## src/rtl/cpu_pkg.sv

```systemverilog
// Shared CPU definitions for the fetch front end.
//   fetch_state_t    : fetch controller states (FETCH, HOLD, DRAIN)
//   NOP_INSTR        : instruction presented to the decoder while nothing is fetched
//   DEFAULT_RESET_PC : default address of the first fetch after reset
//   word_align()     : clears the byte-offset bits of an address
package cpu_pkg;

    typedef enum logic [1:0] {
        FETCH = 2'd0,
        HOLD  = 2'd1,
        DRAIN = 2'd2
    } fetch_state_t;

    localparam logic [31:0] NOP_INSTR        = 32'h0000_0013;
    localparam logic [31:0] DEFAULT_RESET_PC = 32'h0000_0000;

    function automatic logic [31:0] word_align(input logic [31:0] addr);
        return {addr[31:2], 2'b00};
    endfunction

endpackage

```

## src/rtl/fetch_unit.sv

```systemverilog
// Instruction fetch unit: issues one word fetch at a time to instruction
// memory and presents the returned word to the decoder until it is consumed
// or flushed by a redirect.
//   clk, rst_n              : clock, asynchronous active-low reset
//   imem_req, imem_addr     : fetch request and word-aligned address
//   imem_ack, imem_rdata    : memory response (honoured only while imem_req=1)
//   instr_valid, instr, pc  : fetched instruction and its address
//   pc_plus4                : pc + 4 (wrapping), link value for JAL/JALR
//   instr_ready             : decoder consumes instr this cycle
//   redirect_valid/_target  : flush and refetch from a new address
module fetch_unit
    import cpu_pkg::*;
#(
    parameter logic [31:0] RESET_PC = DEFAULT_RESET_PC
) (
    input  logic        clk,
    input  logic        rst_n,
    output logic        imem_req,
    output logic [31:0] imem_addr,
    input  logic        imem_ack,
    input  logic [31:0] imem_rdata,
    output logic        instr_valid,
    output logic [31:0] instr,
    output logic [31:0] pc,
    output logic [31:0] pc_plus4,
    input  logic        instr_ready,
    input  logic        redirect_valid,
    input  logic [31:0] redirect_target
);

    fetch_state_t state;
    logic [31:0]  fetch_pc;
    logic [31:0]  pending_pc;
    logic [31:0]  instr_q;
    logic [31:0]  pc_q;
    logic         req_q;
    logic         valid_q;
    logic [31:0]  target;

    assign target = word_align(redirect_target);

    always_ff @(posedge clk or negedge rst_n) begin
        if (!rst_n) begin
            state      <= FETCH;
            fetch_pc   <= RESET_PC;
            pending_pc <= RESET_PC;
            instr_q    <= NOP_INSTR;
            pc_q       <= RESET_PC;
            req_q      <= 1'b0;
            valid_q    <= 1'b0;
        end else begin
            unique case (state)
                FETCH: begin
                    if (!req_q) begin
                        // First cycle out of reset: nothing outstanding yet,
                        // so a redirect can retarget the fetch directly.
                        req_q <= 1'b1;
                        if (redirect_valid) fetch_pc <= target;
                    end else if (imem_ack) begin
                        if (redirect_valid) begin
                            fetch_pc <= target;
                        end else begin
                            instr_q  <= imem_rdata;
                            pc_q     <= fetch_pc;
                            fetch_pc <= fetch_pc + 32'd4;
                            valid_q  <= 1'b1;
                            req_q    <= 1'b0;
                            state    <= HOLD;
                        end
                    end else if (redirect_valid) begin
                        // Request already in flight: keep the address stable
                        // and discard its data when it finally returns.
                        pending_pc <= target;
                        state      <= DRAIN;
                    end
                end
                DRAIN: begin
                    if (imem_ack) begin
                        fetch_pc <= redirect_valid ? target : pending_pc;
                        state    <= FETCH;
                    end else if (redirect_valid) begin
                        pending_pc <= target;
                    end
                end
                HOLD: begin
                    if (redirect_valid || instr_ready) begin
                        if (redirect_valid) fetch_pc <= target;
                        valid_q <= 1'b0;
                        req_q   <= 1'b1;
                        state   <= FETCH;
                    end
                end
                default: begin
                    state <= FETCH;
                    req_q <= 1'b1;
                end
            endcase
        end
    end

    assign imem_req    = req_q;
    assign imem_addr   = fetch_pc;
    assign instr_valid = valid_q;
    assign instr       = instr_q;
    assign pc          = pc_q;
    assign pc_plus4    = pc_q + 32'd4;

endmodule

```

## config.mk

```make
export PLATFORM = sky130hd
export DESIGN_NAME = fetch_unit
export DESIGN_NICKNAME = d
export VERILOG_FILES = /design/src/rtl/cpu_pkg.sv /design/src/rtl/fetch_unit.sv
export SDC_FILE = /design/constraint.sdc
export NUM_CORES = 1
export LEC_CHECK = 0
export CORE_UTILIZATION = 44
export DETAILED_ROUTE_END_ITERATION = 16
export PLACE_DENSITY = 0.77
export SYNTH_ARGS = -nofsm -noshare
export SYNTH_HDL_FRONTEND = slang
export SYNTH_SLANG_ARGS = --single-unit
```

## constraint.sdc

```tcl
create_clock -name clk -period 2.3 [get_ports clk]
set_input_delay 0.46 -clock clk [delete_from_list [all_inputs] [get_ports clk]]
set_output_delay 0.46 -clock clk [all_outputs]
set_load 0.01 [all_outputs]
```

==> flow_metrics.env <==
export IMPL_io_pins=199
export IMPL_n_fill_cell=1223
export IMPL_ys_seq_area_share_pct=44.8
export IMPL_power_density_mw_per_mm2=1470
export IMPL_p_switching_mw=6.30
export IMPL_synth_area_per_cell_um2=10.4
export IMPL_final_hold_violation_count=0
export IMPL_synth_area_mm2=0.00738
export IMPL_relSlewSlack_pct=63.7
export IMPL_worst_slack_ns=-0.239
export IMPL_p_seq_share_pct=26.5
export IMPL_drt_iter0_markers=643
export IMPL_r2r_slack_ns=0.05
export IMPL_die_width_um=132
export IMPL_path_clk_slew_ns=0.06
export IMPL_cts_hold_buf=0
export IMPL_area_delta_synth_final_pct=48.2
export IMPL_insertion_delay_ns=0.42
export IMPL_grt_use_total_pct=26.8
export IMPL_worstPathArrival_ns=2.08
export IMPL_cts_tree="yes"
export IMPL_postRouteAntennaNets=0
export IMPL_first_global_vias=6834
export IMPL_numCtsBuffers=17
export IMPL_portBuffers=196
export IMPL_syn_inst=713
export IMPL_finalMaxSlewViolations=0
export IMPL_ys_async_sr_fraction_pct=100
export IMPL_vias=7053
export IMPL_core_mm2=0.0161
export IMPL_intPower_mw=9.82
export IMPL_cts_root_buf="clkbuf_16"
export IMPL_finalSetupTns_ns=-3.09
export IMPL_r2r_cells=7
export IMPL_wire_per_inst_um=18.8
export IMPL_maxCapViolCount=0
export IMPL_synth_distinct_cells=67
export IMPL_cp_start_kind="register"
export IMPL_fin_crit_ns=2.54
export IMPL_synth_flop_cell="dfrtp_1"
export IMPL_violations="negative setup slack"
export IMPL_final_nets=1068
export IMPL_grt_max_degree=45
export IMPL_ys_warn_count=0
export IMPL_timing_fmax_mhz=394
export IMPL_p_leak_nw=4.72
export IMPL_setup_viol=17
export IMPL_synth_top_area_share_pct=43.7
export IMPL_cp_max_fo=8
export IMPL_worstPathRequired_ns=1.84
export IMPL_start_util_pct=45.8
export IMPL_worstSetupPathType="register to output port"
export IMPL_die_y_um=132
export IMPL_synth_ff_latch_count=132
export IMPL_finClkSkew_ns=0.00540
export IMPL_worst_pin_slew_ns=0.545
export IMPL_post_place_cells=1182
export IMPL_sw_frac_of_total_pct=39.1
export IMPL_antenna_cells=0
export IMPL_synth_area_leaders="dfrtp_1, mux2_2, nand2_1"
export IMPL_yosysTopAreaCell="dfrtp_1"
export IMPL_die_area_mm2=0.0173
export IMPL_drive_above_1_share_pct=29.8
export IMPL_hp_class="primary input to async pin"
export IMPL_comb_power_share_pct=56.8
export IMPL_p_clk_share_pct=16.7
export IMPL_final_cells=1222
export IMPL_drt_total_wl_mm=23.0
export IMPL_worstReg2RegStart="state[0]$_DFFE_PN0P_"
export IMPL_grt_overflow=0
export IMPL_syn_nets=788
export IMPL_clock_path_buffers=2
export IMPL_drc=0
export IMPL_crit_path_end_kind="output port"
export IMPL_synth_edf_count=0
export IMPL_gp_congestion=0.884
export IMPL_grt_pass1_wl_mm=36.5
export IMPL_drt_first_pass_iters=8
export IMPL_r2r_end="imem_addr[26]$_DFFE_PN0P_"
export IMPL_core_rowCount=46
export IMPL_antenna_found_initial=0
export IMPL_status="finished with violations"
export IMPL_dpl_hpwl_mm=16.6
export IMPL_synthTopCellsByCount="dfrtp_1, mux2_2, nand2_1"
export IMPL_synth_most_common_cell="dfrtp_1"
export IMPL_rsz0062_at_grt="true"
export IMPL_avgViaCountPerCell=5.77
export IMPL_h_tree_depth=4
export IMPL_clock_sinks=132
export IMPL_vdd_drop_max_v=0.000717
export IMPL_period_share_pct=110
==> critical path: stages (launching register included) <==
cell	delay, ns
dfrtp_1	0.37
nand2_2	0.07
or4_4	0.56
nor2_4	0.11
buf_6	0.13
nand4_1	0.11
xnor2_1	0.17
buf_2	0.15
==> routing by layer <==
layer | up-vias | GRT usage [%] | share of wire [%]
li1 | 3210 | - | -
met1 | 3432 | 35.5 | 42
met2 | 373 | 43.0 | 48
met3 | 38 | 5.71 | 8.5
met4 | 0 | 9.56 | 1.7
met5 | - | 0 | 0
==> per-stage QoR <==
| stage | setup slack, ns | util, % | hold slack [ns] | power, mW | cell area [µm²] |
|---|---|---|---|---|---|
| final | -0.239 | 67.9 | 0.0233 | 16.1 | 10900 |
| after detailed placement | -0.275 | 63.7 | 0.478 | 13.3 | 10300 |
| after global placement | -0.246 | 63.7 | 0.477 | 13.1 | 10300 |
| after global routing | -0.310 | 67.9 | 0.0602 | 17.0 | 10900 |
| after CTS | -0.255 | 67.4 | 0.0262 | 15.9 | 10900 |
| after floorplan | 0.0300 | - | 0.164 | 8.64 | 7380 |
==> final cells by class <==
type | instances | area, µm² | area share [%]
Inverter | 19 | 71.3 | 0.652
Tap cell | 216 | 270 | 2.47
Clock buffer | 18 | 439 | 4.02
Timing Repair Buffer | 314 | 2820 | 25.8
Multi-Input combinational cell | 509 | 3870 | 35.4
Clock inverter | 14 | 154 | 1.41
Sequential cell | 132 | 3310 | 30.2
==> registers in the layout, indices dropped and copies added, names as in the netlist <==
register	count
instr	32
instr_valid	1
pending_pc	32
pc	32
state	2
imem_req	1
imem_addr	32
==> cells by family (layout without fill, tap and decap cells) <==
logic type      after synthesis  in the layout  share of synthesized area, %
xor+xnor                     32             32                          3.80
simple gates                191            191                          13.5
compound gates              168            168                          15.8
fa+ha+maj                     6              6                          1.02
mux                         112            112                          16.7
flops                       132            132                          44.8
buf+inv                      72            365                          4.39
==> how the worst max path moves through the flow <==
stage | endpoint | depth (start not counted) | startpoint | slack (ns)
5_1_grt | pc_plus4[29] | 7 | pc[14]$_DFFE_PN0P_ | -0.31
4_1_cts | pc_plus4[29] | 7 | pc[13]$_DFFE_PN0P_ | -0.26
3_5_place_dp | pc_plus4[29] | 7 | pc[8]$_DFFE_PN0P_ | -0.28
2_1_floorplan | pc_plus4[20] | 5 | pc[7]$_DFFE_PN0P_ | 0.03
6_report | pc_plus4[29] | 7 | pc[14]$_DFFE_PN0P_ | -0.24
3_3_place_gp | pc_plus4[24] | 7 | pc[7]$_DFFE_PN0P_ | -0.25
==> cell usage in the layout (no fill, tap or decap), types with 21 or more instances in the layout <==
cell type / synthesis / routed
a21oi_1: 32 / 32
buf_4: 5 / 110
clkdlybuf4s50_1: 0 / 166
dfrtp_1: 129 / 129
mux2_2: 91 / 91
mux2i_1: 21 / 21
nand2_1: 60 / 54
nor2_1: 28 / 27
o21ai_0: 33 / 33
xnor2_1: 24 / 21
==> power by group through the flow <==
stage                     clock network (mW)  logic, mW  registers [mW]
after floorplan                            0       3.90            4.74
after global placement                     0       8.87            4.21
after detailed placement                   0       9.03            4.28
after CTS                               2.73       8.95            4.25
after global routing                    2.82       9.75            4.42
final                                   2.70       9.16            4.27
==> repair_timing <==
item | 4_1_cts | 5_1_grt
resized for setup | 102 | 14
setup buffers | 5 | 3
setup endpoints to repair | 27 | 25
pin swaps | 14 | 13
No activity file was read; power rests on OpenSTA's default activity.
